**src/rtl/letc_core_top_if.sv**
```systemverilog
`default_nettype none
// axi_if: AXI4 bundle, 32-bit address/data, with master and slave views.
interface axi_if #(
  parameter int ID_W = 4
) (
  input logic clk,
  input logic rst_n
);
  logic [ID_W-1:0] awid;
  logic [31:0]     awaddr;
  logic [7:0]      awlen;
  logic [2:0]      awsize;
  logic [1:0]      awburst;
  logic            awvalid;
  logic            awready;
  logic [31:0]     wdata;
  logic [3:0]      wstrb;
  logic            wlast;
  logic            wvalid;
  logic            wready;
  logic [ID_W-1:0] bid;
  logic [1:0]      bresp;
  logic            bvalid;
  logic            bready;
  logic [ID_W-1:0] arid;
  logic [31:0]     araddr;
  logic [7:0]      arlen;
  logic [2:0]      arsize;
  logic [1:0]      arburst;
  logic            arvalid;
  logic            arready;
  logic [ID_W-1:0] rid;
  logic [31:0]     rdata;
  logic [1:0]      rresp;
  logic            rlast;
  logic            rvalid;
  logic            rready;

  modport master (
    input  clk, rst_n,
    output awid, awaddr, awlen, awsize, awburst, awvalid,
    input  awready,
    output wdata, wstrb, wlast, wvalid,
    input  wready,
    input  bid, bresp, bvalid,
    output bready,
    output arid, araddr, arlen, arsize, arburst, arvalid,
    input  arready,
    input  rid, rdata, rresp, rlast, rvalid,
    output rready
  );

  modport slave (
    input  clk, rst_n,
    input  awid, awaddr, awlen, awsize, awburst, awvalid,
    output awready,
    input  wdata, wstrb, wlast, wvalid,
    output wready,
    output bid, bresp, bvalid,
    input  bready,
    input  arid, araddr, arlen, arsize, arburst, arvalid,
    output arready,
    output rid, rdata, rresp, rlast, rvalid,
    input  rready
  );
endinterface
`default_nettype wire

```
**src/rtl/letc_core_top.sv**
```systemverilog
`default_nettype none
// letc_core_top: multicycle fetch/retire sequencer (JAL, MRET, sequential) over AXI4 reads,
// with a two-source interrupt trap. Rev 1.0
module letc_core_top #(
  parameter logic [31:0] RESET_PC    = 32'h0000_0000,
  parameter logic [31:0] TRAP_VECTOR = 32'h0000_0100
) (
  input  logic       i_clk,
  input  logic       i_rst_n,
  axi_if.master      axi,
  input  logic       i_timer_irq_pending,
  input  logic       i_external_irq_pending,
  output logic [7:0] o_debug
);
  typedef enum logic [1:0] {
    FETCH_AR = 2'd0,
    FETCH_R  = 2'd1,
    EXEC     = 2'd2,
    HALT     = 2'd3
  } state_e;

  localparam logic [1:0]  RESP_OKAY = 2'b00;
  localparam logic [31:0] MRET_WORD = 32'h3020_0073;

  state_e      state_q, state_d;
  logic [31:0] pc_q, pc_d;
  logic [31:0] mepc_q, mepc_d;
  logic        mie_q, mie_d;
  logic [31:0] instr_q, instr_d;
  logic        arvalid_q, arvalid_d;
  logic        rready_q, rready_d;
  logic [7:0]  debug_q, debug_d;

  logic [31:0] jal_imm;
  logic [31:0] jal_target;
  logic        is_jal;
  logic        is_mret;
  logic [31:0] next_pc;
  logic        irq_take;

  always_comb begin
    jal_imm    = {{11{instr_q[31]}}, instr_q[31], instr_q[19:12], instr_q[20], instr_q[30:21], 1'b0};
    jal_target = pc_q + jal_imm;
    is_jal     = (instr_q[6:0] == 7'b1101111);
    is_mret    = (instr_q == MRET_WORD);
    if (is_jal) begin
      next_pc = jal_target;
    end else if (is_mret) begin
      next_pc = mepc_q;
    end else begin
      next_pc = pc_q + 32'd4;
    end
    // No cause register exists yet, so external-over-timer priority collapses to a single trap.
    irq_take = mie_q && (i_external_irq_pending || i_timer_irq_pending);
  end

  always_comb begin
    state_d   = state_q;
    pc_d      = pc_q;
    mepc_d    = mepc_q;
    mie_d     = mie_q;
    instr_d   = instr_q;
    arvalid_d = arvalid_q;
    rready_d  = rready_q;
    debug_d   = debug_q;
    case (state_q)
      FETCH_AR: begin
        if (!arvalid_q) begin
          arvalid_d = 1'b1;
        end else if (axi.arready) begin
          arvalid_d = 1'b0;
          rready_d  = 1'b1;
          state_d   = FETCH_R;
        end
      end
      FETCH_R: begin
        if (axi.rvalid && rready_q) begin
          instr_d  = axi.rdata;
          rready_d = 1'b0;
          if (axi.rresp == RESP_OKAY) begin
            state_d = EXEC;
          end else begin
            state_d = HALT;
            debug_d = 8'hFF;
          end
        end
      end
      EXEC: begin
        debug_d = instr_q[7:0];
        if (is_jal && jal_target[1]) begin
          state_d = HALT;
          debug_d = 8'hFF;
        end else begin
          state_d   = FETCH_AR;
          arvalid_d = 1'b1;
          if (is_mret) begin
            mie_d = 1'b1;
          end
          if (irq_take) begin
            mepc_d = next_pc;
            pc_d   = TRAP_VECTOR;
            mie_d  = 1'b0;
          end else begin
            pc_d = next_pc;
          end
        end
      end
      default: begin
        arvalid_d = 1'b0;
        rready_d  = 1'b0;
        debug_d   = 8'hFF;
      end
    endcase
  end

  always_ff @(posedge i_clk) begin
    if (!i_rst_n) begin
      state_q   <= FETCH_AR;
      pc_q      <= RESET_PC;
      mepc_q    <= 32'h0;
      mie_q     <= 1'b1;
      instr_q   <= 32'h0;
      arvalid_q <= 1'b0;
      rready_q  <= 1'b0;
      debug_q   <= 8'h00;
    end else begin
      state_q   <= state_d;
      pc_q      <= pc_d;
      mepc_q    <= mepc_d;
      mie_q     <= mie_d;
      instr_q   <= instr_d;
      arvalid_q <= arvalid_d;
      rready_q  <= rready_d;
      debug_q   <= debug_d;
    end
  end

  assign axi.arid    = '0;
  assign axi.araddr  = pc_q;
  assign axi.arlen   = 8'd0;
  assign axi.arsize  = 3'b010;
  assign axi.arburst = 2'b01;
  assign axi.arvalid = arvalid_q;
  assign axi.rready  = rready_q;

  assign axi.awid    = '0;
  assign axi.awaddr  = 32'h0;
  assign axi.awlen   = 8'd0;
  assign axi.awsize  = 3'b010;
  assign axi.awburst = 2'b01;
  assign axi.awvalid = 1'b0;
  assign axi.wdata   = 32'h0;
  assign axi.wstrb   = 4'h0;
  assign axi.wlast   = 1'b0;
  assign axi.wvalid  = 1'b0;
  assign axi.bready  = 1'b1;

  assign o_debug = debug_q;

  // Single-beat reads and an idle write side leave these inputs with nothing to do.
  logic unused_axi_inputs;
  assign unused_axi_inputs = ^{axi.clk, axi.rst_n, axi.rid, axi.rlast, axi.awready,
                               axi.wready, axi.bid, axi.bresp, axi.bvalid};
endmodule
`default_nettype wire

```
**src/flat_wrapper.sv**
```systemverilog
// flat-port wrapper written by rule: the top's interface ports become plain ports
module letc_core_top_flat 
#(
  parameter logic [31:0] RESET_PC    = 32'h0000_0000,
  parameter logic [31:0] TRAP_VECTOR = 32'h0000_0100
)
  (i_clk, i_rst_n, i_timer_irq_pending, i_external_irq_pending, o_debug, clk, rst_n, axi_awid, axi_awaddr, axi_awlen, axi_awsize, axi_awburst, axi_awvalid, axi_awready, axi_wdata, axi_wstrb, axi_wlast, axi_wvalid, axi_wready, axi_bid, axi_bresp, axi_bvalid, axi_bready, axi_arid, axi_araddr, axi_arlen, axi_arsize, axi_arburst, axi_arvalid, axi_arready, axi_rid, axi_rdata, axi_rresp, axi_rlast, axi_rvalid, axi_rready);
  axi_if axi_i (.clk(clk), .rst_n(rst_n));
  input  logic i_clk;
  input  logic i_rst_n;
  input  logic i_timer_irq_pending;
  input  logic i_external_irq_pending;
  output logic [7:0] o_debug;
  input wire logic clk;
  input wire logic rst_n;
  output wire logic [$bits(axi_i.awid)-1:0] axi_awid;
  output wire logic [$bits(axi_i.awaddr)-1:0] axi_awaddr;
  output wire logic [$bits(axi_i.awlen)-1:0] axi_awlen;
  output wire logic [$bits(axi_i.awsize)-1:0] axi_awsize;
  output wire logic [$bits(axi_i.awburst)-1:0] axi_awburst;
  output wire logic [$bits(axi_i.awvalid)-1:0] axi_awvalid;
  input wire logic [$bits(axi_i.awready)-1:0] axi_awready;
  output wire logic [$bits(axi_i.wdata)-1:0] axi_wdata;
  output wire logic [$bits(axi_i.wstrb)-1:0] axi_wstrb;
  output wire logic [$bits(axi_i.wlast)-1:0] axi_wlast;
  output wire logic [$bits(axi_i.wvalid)-1:0] axi_wvalid;
  input wire logic [$bits(axi_i.wready)-1:0] axi_wready;
  input wire logic [$bits(axi_i.bid)-1:0] axi_bid;
  input wire logic [$bits(axi_i.bresp)-1:0] axi_bresp;
  input wire logic [$bits(axi_i.bvalid)-1:0] axi_bvalid;
  output wire logic [$bits(axi_i.bready)-1:0] axi_bready;
  output wire logic [$bits(axi_i.arid)-1:0] axi_arid;
  output wire logic [$bits(axi_i.araddr)-1:0] axi_araddr;
  output wire logic [$bits(axi_i.arlen)-1:0] axi_arlen;
  output wire logic [$bits(axi_i.arsize)-1:0] axi_arsize;
  output wire logic [$bits(axi_i.arburst)-1:0] axi_arburst;
  output wire logic [$bits(axi_i.arvalid)-1:0] axi_arvalid;
  input wire logic [$bits(axi_i.arready)-1:0] axi_arready;
  input wire logic [$bits(axi_i.rid)-1:0] axi_rid;
  input wire logic [$bits(axi_i.rdata)-1:0] axi_rdata;
  input wire logic [$bits(axi_i.rresp)-1:0] axi_rresp;
  input wire logic [$bits(axi_i.rlast)-1:0] axi_rlast;
  input wire logic [$bits(axi_i.rvalid)-1:0] axi_rvalid;
  output wire logic [$bits(axi_i.rready)-1:0] axi_rready;
  assign axi_awid = axi_i.awid;
  assign axi_awaddr = axi_i.awaddr;
  assign axi_awlen = axi_i.awlen;
  assign axi_awsize = axi_i.awsize;
  assign axi_awburst = axi_i.awburst;
  assign axi_awvalid = axi_i.awvalid;
  assign axi_i.awready = axi_awready;
  assign axi_wdata = axi_i.wdata;
  assign axi_wstrb = axi_i.wstrb;
  assign axi_wlast = axi_i.wlast;
  assign axi_wvalid = axi_i.wvalid;
  assign axi_i.wready = axi_wready;
  assign axi_i.bid = axi_bid;
  assign axi_i.bresp = axi_bresp;
  assign axi_i.bvalid = axi_bvalid;
  assign axi_bready = axi_i.bready;
  assign axi_arid = axi_i.arid;
  assign axi_araddr = axi_i.araddr;
  assign axi_arlen = axi_i.arlen;
  assign axi_arsize = axi_i.arsize;
  assign axi_arburst = axi_i.arburst;
  assign axi_arvalid = axi_i.arvalid;
  assign axi_i.arready = axi_arready;
  assign axi_i.rid = axi_rid;
  assign axi_i.rdata = axi_rdata;
  assign axi_i.rresp = axi_rresp;
  assign axi_i.rlast = axi_rlast;
  assign axi_i.rvalid = axi_rvalid;
  assign axi_rready = axi_i.rready;
  letc_core_top #(.RESET_PC(RESET_PC), .TRAP_VECTOR(TRAP_VECTOR)) u_core (.i_clk(i_clk), .i_rst_n(i_rst_n), .axi(axi_i), .i_timer_irq_pending(i_timer_irq_pending), .i_external_irq_pending(i_external_irq_pending), .o_debug(o_debug));
endmodule
```
**config.mk**
```make
export PLATFORM = sky130hd
export DESIGN_NAME = letc_core_top_flat
export DESIGN_NICKNAME = d
export VERILOG_FILES = /design/src/rtl/letc_core_top_if.sv /design/src/rtl/letc_core_top.sv /design/src/flat_wrapper.sv
export SDC_FILE = /design/constraint.sdc
export NUM_CORES = 1
export LEC_CHECK = 0
export BUFFER_PORTS_ARGS = -buffer_cell sky130_fd_sc_hd__buf_2
export CORE_UTILIZATION = 32
export CTS_CLUSTER_DIAMETER = 120
export DETAILED_ROUTE_END_ITERATION = 12
export GPL_TIMING_DRIVEN = 1
export SYNTH_ARGS = -nofsm -noshare
export SYNTH_HDL_FRONTEND = slang
export SYNTH_SLANG_ARGS = --single-unit
export TNS_END_PERCENT = 100
```
**constraint.sdc**
```tcl
create_clock -name i_clk -period 3.55 [get_ports i_clk]
set_clock_uncertainty 0.05 [all_clocks]
set_input_delay 0.71 -clock i_clk [delete_from_list [all_inputs] [get_ports i_clk]]
set_output_delay 0.71 -clock i_clk [all_outputs]
set_load 0.005 [all_outputs]
```
==> results.toml <==
[status]
status = "complete, no violations"

[worst_setup_path]
path_class = "flop to flop"
arrival_ns = 3.27
end_kind = "flop"
crit_required_ns = 3.75
worst_setup_path_start_kind = "flop"
crit_fanout = 14

[power]
intPower_uw = 1980
seqPwrFrac = 0.477
p_sw_uw = 868
vdd_drop_max_mv = 0.236
switching_share = 0.304
cellPowerDensity_nw_per_um2 = 347
power_leakage_uw = 0.00325
clockPowerShare = 0.377
pwr-share-comb = 0.146

[clock_network]
clk_pin_slew_ns = 0.08
cts_setup_buffers = 0
cts.repair.resized = 0
htree_levels = 3
ctsHoldBuffers = 0
clk_latency_ns = 0.37
cts_tree = "done"
root_buffer = "clkbuf_16"
numCtsBuffers = 9
clk_path_buf_depth = 2
clock-sinks = 109

[sta]
finalHoldViolations = 0
period_needed_ns = 3.07
setup_viol = 0
worst_pin_slew_ns = 0.780
setup_slack_ns = 0.477
max_slew_margin = 0.480
rsz0062_at_grt = "no"
period_share = 0.866
maxSlewViolCount = 0
clock.fmax_mhz = 325
setup_tns_ns = 0

[yosys]
synth_cells = 964
synth_edf_count = 0
synthArstFlopShare = 0
synthFlopType = "dfxtp_1"
synth_warnings = 0
ys_ff_latch = 109
ys_types = 86
avgSynthCellArea_um2 = 7.89
synth_area_um2 = 7600
ys_seq_area_frac = 0.287

[drt]
vias_per_cell = 5.02
drt-initial-drc-count = 324
vias = 6777
dr.pass1.iters = 4
drc_errors = 0
post_drt_wl_per_cell_um = 15.5
routed_wl_um = 20900
ant_nets = 0

[global_routing]
grt_max_degree = 64
grt_pass1_vias = 6159
grt_pass1_wl_um = 33100
grt_overflow = 0
antenna_found_initial = 1
track_usage = 0.173

[die]
io-pin-count = 204
initial_core_util = 0.325
core_area_um2 = 23400
dieArea_um2 = 24400
die_height_um = 156
rows = 56
die_w_um = 156

[placement]
place_area_um2 = 7920
dp_hpwl_um = 14900
gp_congestion = 0.894
place_ws_ns = 0.578
portBuffers = 81

[final_layout]
drive_above_1_share = 0.154
nets = 1118
area_growth_pct = 8.23
stdcell_area_um2 = 8230
n_antenna_cell = 0

[run]
maxCapViolations = 0

[min_path]
hold_path_class = "flop to flop"
-- final timing paths --
| path | cells past startpoint | slack [ns] | end | startpoint |
|---|---|---|---|---|
| setup reg to reg | 9 | 0.48 | u_core.mepc_q[31]$_SDFFE_PN0P_ | u_core.instr_q[31]$_SDFFE_PN0P_ |
| setup / recovery | 9 | 0.48 | u_core.mepc_q[31]$_SDFFE_PN0P_ | u_core.instr_q[31]$_SDFFE_PN0P_ |
| hold / removal | 2 | 0.41 | u_core.mepc_q[1]$_SDFFE_PN0P_ | u_core.mepc_q[1]$_SDFFE_PN0P_ |
| hold reg to reg | 2 | 0.41 | u_core.mepc_q[1]$_SDFFE_PN0P_ | u_core.mepc_q[1]$_SDFFE_PN0P_ |
-- cells in the final DEF, fill, tap and decap left out, types with 4 or more instances in the layout --
| master | Yosys | layout |
|---|---|---|
| or3_1 | 4 | 4 |
| nand3_1 | 27 | 27 |
| a21oi_1 | 89 | 89 |
| o21ai_1 | 25 | 25 |
| a311oi_1 | 6 | 6 |
| o21ai_0 | 44 | 44 |
| xor2_1 | 12 | 12 |
| nor3_1 | 12 | 12 |
| and2_1 | 12 | 12 |
| inv_1 | 16 | 16 |
| mux2i_1 | 8 | 8 |
| a31oi_1 | 10 | 10 |
| and4_1 | 5 | 5 |
| nand4_1 | 16 | 16 |
| o31ai_1 | 7 | 7 |
| buf_4 | 107 | 15 |
| clkbuf_16 | 0 | 9 |
| o21ai_2 | 5 | 5 |
| buf_2 | 9 | 81 |
| nor2_1 | 74 | 73 |
| a21o_1 | 8 | 8 |
| xnor2_1 | 30 | 30 |
| a22oi_1 | 10 | 10 |
| a221oi_2 | 5 | 5 |
| nand2_1 | 127 | 127 |
| nor4_1 | 4 | 4 |
| conb_1 | 2 | 106 |
| and3_1 | 5 | 5 |
| dfxtp_1 | 109 | 109 |
| a2bb2oi_1 | 8 | 8 |
| a211oi_1 | 14 | 14 |
| a221oi_1 | 8 | 8 |
| ha_1 | 35 | 35 |
| o21a_1 | 5 | 5 |
| nor3_2 | 5 | 4 |
-- power by group through the flow --
stage	clock network (uW)	logic [uW]	registers, uW
finish	1070	417	1360
global route	1130	484	1370
CTS	1090	418	1360
detailed placement	0	416	1390
global placement	0	407	1390
floorplan	0	359	1380
-- per-layer routing --
metal / GRT usage / part of all wire / wire length, um / up-vias
li1: - / - / - / 3363
met1: 0.233 / 0.47 / 9940 / 3151
met2: 0.271 / 0.44 / 9140 / 240
met3: 0.0458 / 0.076 / 1590 / 21
met4: 0.0430 / 0.012 / 256 / 2
met5: 0 / 0.00062 / 13 / -
-- registers in the layout (all words and copies together) (netlist names) --
signal / cells
u_core.axi.arvalid: 1
u_core.axi.araddr: 32
u_core.o_debug: 8
u_core.axi.rready: 1
u_core.mepc_q: 32
u_core.state_q: 2
u_core.instr_q: 32
u_core.mie_q: 1
-- worst max-delay path, cell delays in order, from the launching register on --
cell	delay [ns]
dfxtp_1	0.83
ha_1	0.44
a21oi_2	0.27
o21ai_2	0.10
a2111oi_2	0.42
nor3_2	0.15
nor3b_2	0.22
a221oi_2	0.11
mux2i_1	0.24
a31oi_1	0.12
-- logic make-up (layout without fill, tap and decap cells) --
| group | count (synthesis) | count (layout) | share of synthesized area |
|---|---|---|---|
| AO/OA/AOI/OAI | 284 | 284 | 0.251 |
| XOR/XNOR | 42 | 42 | 0.0484 |
| adder cells (fa/ha/maj) | 36 | 36 | 0.0602 |
| buffers and inverters | 168 | 131 | 0.144 |
| flip-flops | 109 | 109 | 0.287 |
| multiplexers | 9 | 9 | 0.0120 |
| other | 2 | 106 | 0.000988 |
| AND/OR/NAND/NOR | 314 | 314 | 0.197 |
-- synth_stat cells, drive strengths merged (12+ instances only) --
library cell | count | area share
buf | 122 | 0.12
dfxtp | 109 | 0.29
o21ai | 74 | 0.051
a211oi | 15 | 0.016
nand2 | 128 | 0.064
a221oi | 13 | 0.019
xnor2 | 30 | 0.035
nand3 | 28 | 0.019
nand4 | 16 | 0.013
nor3 | 17 | 0.014
and2 | 13 | 0.011
ha | 35 | 0.058
xor2 | 12 | 0.014
a21oi | 92 | 0.062
inv | 18 | 0.0089
clkbuf | 28 | 0.017
nor2 | 77 | 0.040
-- per-stage QoR --
stage          hold slack [ns]   util  instances  total power [uW]
2_1_floorplan            0.386      -       1068              1740
3_3_place_gp             0.394  0.338       1334              1800
3_5_place_dp             0.399  0.338       1334              1800
4_1_cts                  0.410  0.352       1350              2870
5_1_grt                  0.422  0.352       1350              2980
6_report                 0.410  0.352       1350              2850
-- layout make-up --
type                            count  area [um2]
Inverter                           18        67.6
Tap cell                          319         399
Clock buffer                       10         239
Fill cell                        2538       15200
Multi-Input combinational cell    791        4730
Sequential cell                   109        2180
Timing Repair Buffer               97         538
Clock inverter                      6        72.6
Note: power is estimated with default switching activity, not from simulation.
